`config.mk`:
```
export PLATFORM = sky130hd
export DESIGN_NAME = inc_16
export DESIGN_NICKNAME = d
export VERILOG_FILES = /design/src/rtl/inc_16.sv
export SDC_FILE = /design/constraint.sdc
export NUM_CORES = 1
export LEC_CHECK = 0
export BUFFER_PORTS_ARGS = -buffer_cell sky130_fd_sc_hd__buf_4
export CELL_PAD_IN_SITES_DETAIL_PLACEMENT = 0
export CELL_PAD_IN_SITES_GLOBAL_PLACEMENT = 1
export CORE_MARGIN = 5
export CORE_UTILIZATION = 32
export DETAILED_ROUTE_END_ITERATION = 10
export PLACE_DENSITY_LB_ADDON = 0.1
export SLEW_MARGIN = 20
export SYNTH_ARGS = -nofsm -noshare
export SYNTH_HDL_FRONTEND = slang
export SYNTH_HIERARCHICAL = 1
export SYNTH_SLANG_ARGS = --single-unit
```
`constraint.sdc`:
```
create_clock -name clk -period 1.2 [get_ports clk]
set_input_delay 0.12 -clock clk [delete_from_list [all_inputs] [get_ports clk]]
set_output_delay 0.12 -clock clk [all_outputs]
set_load 0.01 [all_outputs]
```
`src/rtl/inc_16.sv`:
```
// inc_16 -- registered incrementer, s = X+1 mod 2^WIDTH, one-cycle latency.
//
// Ports:
//   clk      in   rising-edge clock
//   rst_n    in   synchronous active-low reset (priority over en)
//   X        in   [WIDTH-1:0] operand, sampled on edges with en=1
//   en       in   sample enable
//   s        out  [WIDTH-1:0] registered X+1
//   cout     out  registered carry-out (X was all ones)
//   s_valid  out  1 for the cycle after an en=1 sample
//
// The adder is split into 4-bit groups. Each group reports "all ones"
// (propagate). A group sees carry-in only when every lower group is all
// ones, so the carry chain is a prefix AND of propagates.
`timescale 1ns/1ps

module inc_16_grp (
  input  logic [3:0] x,
  input  logic       cin,
  output logic [3:0] sum,
  output logic       prop
);
  always_comb begin
    prop = &x;
    sum  = x + {3'b000, cin};
  end
endmodule

module inc_16 #(
  parameter int WIDTH = 16
) (
  input  logic             clk,
  input  logic             rst_n,
  input  logic [WIDTH-1:0] X,
  input  logic             en,
  output logic [WIDTH-1:0] s,
  output logic             cout,
  output logic             s_valid
);
  localparam int NGRP = WIDTH / 4;

  logic [NGRP-1:0][3:0] grp_x, grp_sum;
  logic [NGRP-1:0]      grp_p, grp_ci;

  logic [WIDTH-1:0] s_d, s_q;
  logic             cout_d, cout_q;
  logic             s_valid_d, s_valid_q;

  assign grp_x = X;

  generate
    for (genvar g = 0; g < NGRP; g++) begin : g_grp
      inc_16_grp u_grp (
        .x   (grp_x[g]),
        .cin (grp_ci[g]),
        .sum (grp_sum[g]),
        .prop(grp_p[g])
      );
    end
  endgenerate

  // Carry-in of group k = AND of propagates of groups 0..k-1; group 0 always
  // gets the +1. Accumulator form avoids a self-referencing vector.
  always_comb begin
    logic acc;
    acc = 1'b1;
    for (int k = 0; k < NGRP; k++) begin
      grp_ci[k] = acc;
      acc       = acc & grp_p[k];
    end
  end

  // Next-state: only X feeds the result; s/cout hold when idle.
  always_comb begin
    s_d       = s_q;
    cout_d    = cout_q;
    s_valid_d = 1'b0;
    if (en) begin
      s_d       = grp_sum;
      cout_d    = &grp_p;
      s_valid_d = 1'b1;
    end
  end

  always_ff @(posedge clk) begin
    if (!rst_n) begin
      s_q       <= '0;
      cout_q    <= 1'b0;
      s_valid_q <= 1'b0;
    end else begin
      s_q       <= s_d;
      cout_q    <= cout_d;
      s_valid_q <= s_valid_d;
    end
  end

  assign s       = s_q;
  assign cout    = cout_q;
  assign s_valid = s_valid_q;
endmodule

```
==> impl_results.md <==
* Fin util at 49.5%
* Fraction of final layout cells sized beyond drive strength 1 at around 47%
* CTS tree: yes
* Die span in x at roughly 64 µm
* Reg2reg end: cout
* Die footprint at about 4100 µm²
* Number of standard cells in the final layout excluding fillers at 162
* Maximum clock skew at final layout at 0 ns
* Element type at the critical path end: flop
* Delay of the slowest cell on the worst path at ~0.22 ns
* Number of antenna violations at the first check in global routing at 0
* Overall fraction of global-route tracks in use at under 10%
* Worst reg2reg startpoint: cout
* Total clock buffers created by CTS at 3
* Synthesized net count at 110
* Post-synthesis sequential area ratio at approximately two fifths
* Number of global-route vias before repair at slightly below 800
* Number of port buffers at 36
* Power density of the placed cells at between 800 and 900 nW/µm²
* Detailed-router iteration count before antenna repair at 3
* Inserted Diodes at 0
* Reported leakage power at roughly 0.00067 µW
* Register-to-Register Setup Slack at ~0.44 ns
* Cell row count at 19
* Setup Viol. Count Final at 0
* Cell Area, Placed at approximately 1300 µm²
* Total Nets Final at 160
* Final worst path period need at approximately 1.1 ns
* Arrival time of the worst setup path at between 1 and 1.5 ns
* Wire length of the first global-routing pass at 3.24 mm
* Yosys top cell by area: dfxtp_1
* Number of primary I/O pins at 37
* Sum of overflow across all layers after global routing at 0
* Outcome: finished, final reports clean
* Root buffer selected by CTS: clkbuf_4
* Biggest area contributors in the synthesized netlist: dfxtp_1 (39%), mux2i_1 (17%), ha_1 (11%)
* Largest net degree at the start of global routing at 20
* Top cell family by delay on the critical path: simple AND/OR/NAND/NOR gates
* Number of DRC markers in iteration 0 at 7
* Final weighted congestion in routability-driven placement at ~0.67
* Starting utilization of the core area at approximately 34%
* Type of the tightest min-delay check: in -> reg
* TritonCTS Sinks at 18
* Required time at the endpoint of the critical path at between 1 and 1.5 ns
* Startpoint types: primary input
* Period utilisation layout at between 90% and 100%
* Peak supply drop at 0.510 mV
* Final instance area at between 1000 and 1500 µm²
* Post-synthesis area per instance at 11.2 µm²
* ANT nets after route at 0
* H-tree Lvls at 1
* Cell count along the critical path at 8
* Timing-limited maximum frequency at about 920 MHz
* Total count of max-transition violations in the final report at 0
* Total area of multi-input combinational cells at 583 µm²
* Buffers from clock root to sink, at most at 2
* Number of max-cap violations at 0
* Die boundary height at roughly 64 µm
* Crit-path max FO at 2
* HPWL reported at the end of detailed placement at 1.53 mm
* Clock slew at reported path FFs at around 0.10 ns
* Setup CP Type: in -> reg
* Fraction of post-synthesis cell area in the top cell type by area at around two fifths
* Fill cells at between 200 and 300
* Number of hold violations in the final report at 0
* CP bufs+invs at 1
* Count of instances resized after the clock tree is built at 0
* Number of synthesized register bits at 18
* Gate count after technology mapping at 83
* Launch point of the critical path: X[8]
* Cell Count Post-Placement at between 150 and 200
* R2R depth at 2
* Worst path cell trace: buf_4 > and4_2 > and3_4 > ha_4 > ha_4 > xor2_1 > mux2i_1 > nor2b_1
* DRC violations left at 0
* Area taken by flip-flops and latches at between 300 and 400 µm²
* Vias per inst at between 4 and 5
* Buffer count from post-CTS setup fixing at 0
* DR WL/cell at around 12 µm
* Detailed Route WL at 1.95 mm
* Netlist area before placement at slightly above 900 µm²
* Yosys synthesis warning count at 6
* Critical path's most frequent cell: ha_4
* Endpoint of the most critical setup path: s[14]
* Total number of vias at 730
* Clk_lat worst skew at around 0.28 ns
* Max stage delay cell, worst path: and4_2
* Distinct cells, synth at 17
* CORE AREA at around 2800 µm²
* Hold-fix buffers, CTS at 0
* Synthesis-to-finish area growth at 47.0%
* RSZ-0062 raised after global routing: false
## per-stage QoR
stage | hold WS (ns) | setup TNS, ns | worst slack (ns) | total power (µW)
2_1_floorplan | 0.248 | -0.0245 | -0.0245 | 793
3_3_place_gp | 0.492 | -0.744 | -0.168 | 946
3_5_place_dp | 0.490 | -0.838 | -0.197 | 949
4_1_cts | 0.169 | 0 | 0.120 | 1250
5_1_grt | 0.169 | 0 | 0.0517 | 1300
6_report | 0.184 | 0 | 0.110 | 1220
## flip-flops by register name, indices dropped and copies added, names as in the netlist
signal / count
s: 16
cout: 1
s_valid: 1
## cell families (layout without fill, tap and decap cells)
group | after synthesis | in the layout | synth area share [%]
AO/OA/AOI/OAI | 1 | 1 | 1.08
flip-flops | 18 | 18 | 38.8
XOR/XNOR | 8 | 8 | 7.55
other | 1 | 1 | 0.404
AND/OR/NAND/NOR | 28 | 28 | 20.4
buffers and inverters | 3 | 51 | 3.77
adder cells (fa/ha/maj) | 8 | 8 | 10.8
multiplexers | 16 | 16 | 17.3
## power by group
group | leakage [µW] | switching [µW] | internal [µW]
registers | 0.000149 | 17.7 | 633
logic | 0.000511 | 111 | 166
clock network | 0.0000138 | 170 | 116
## final cells by class
type	count	share of cell area, %
Multi-Input combinational cell	62	42.7
Sequential cell	18	26.4
Timing Repair Buffer	48	26.4
Tap cell	31	2.84
Clock buffer	3	1.65
## worst reg2reg max path: stages (launching register included)
cell and delay (ns):
dfxtp_1 0.32, and3b_1 0.15, a41o_1 0.19
## cells in the mapped netlist
| cell | number |
|---|---|
| dfxtp_1 | 18 |
| mux2i_1 | 16 |
| nor2b_1 | 16 |
| ha_1 | 8 |
| and4_2 | 4 |
| nand3_1 | 4 |
| xnor2_1 | 4 |
| xor2_1 | 4 |
| a41o_1 | 1 |
| and2_1 | 1 |
| and2_2 | 1 |
| and3_1 | 1 |
| and3b_1 | 1 |
| buf_12 | 1 |
| buf_6 | 1 |
| clkbuf_1 | 1 |
| conb_1 | 1 |
## layer usage
| metal | part of all wire, % | global-route usage, % |
|---|---|---|
| met1 | 41 | 10.2 |
| met5 | 0 | 0 |
| met4 | 1.0 | 4.68 |
| met3 | 6.4 | 3.15 |
| met2 | 52 | 18.0 |
## worst min path at each step
stage           from  endpoint  cells after the start
6_report       rst_n      s[5]                      2
5_1_grt        rst_n      s[4]                      2
4_1_cts        rst_n      s[9]                      2
3_5_place_dp   rst_n      s[1]                      2
3_3_place_gp   rst_n     s[14]                      2
2_1_floorplan  rst_n      s[0]                      1
## layout by cell type (no fill, tap or decap), types with 2 or more instances in the layout
cell type | synthesis | routed
and4_2 | 4 | 2
and4_4 | 0 | 2
buf_4 | 0 | 48
clkbuf_4 | 0 | 3
dfxtp_1 | 18 | 18
ha_1 | 8 | 4
ha_4 | 0 | 3
mux2i_1 | 16 | 16
nand3_1 | 4 | 4
nor2b_1 | 16 | 16
xnor2_1 | 4 | 4
xor2_1 | 4 | 4
Power figures use the tool's default switching activity.
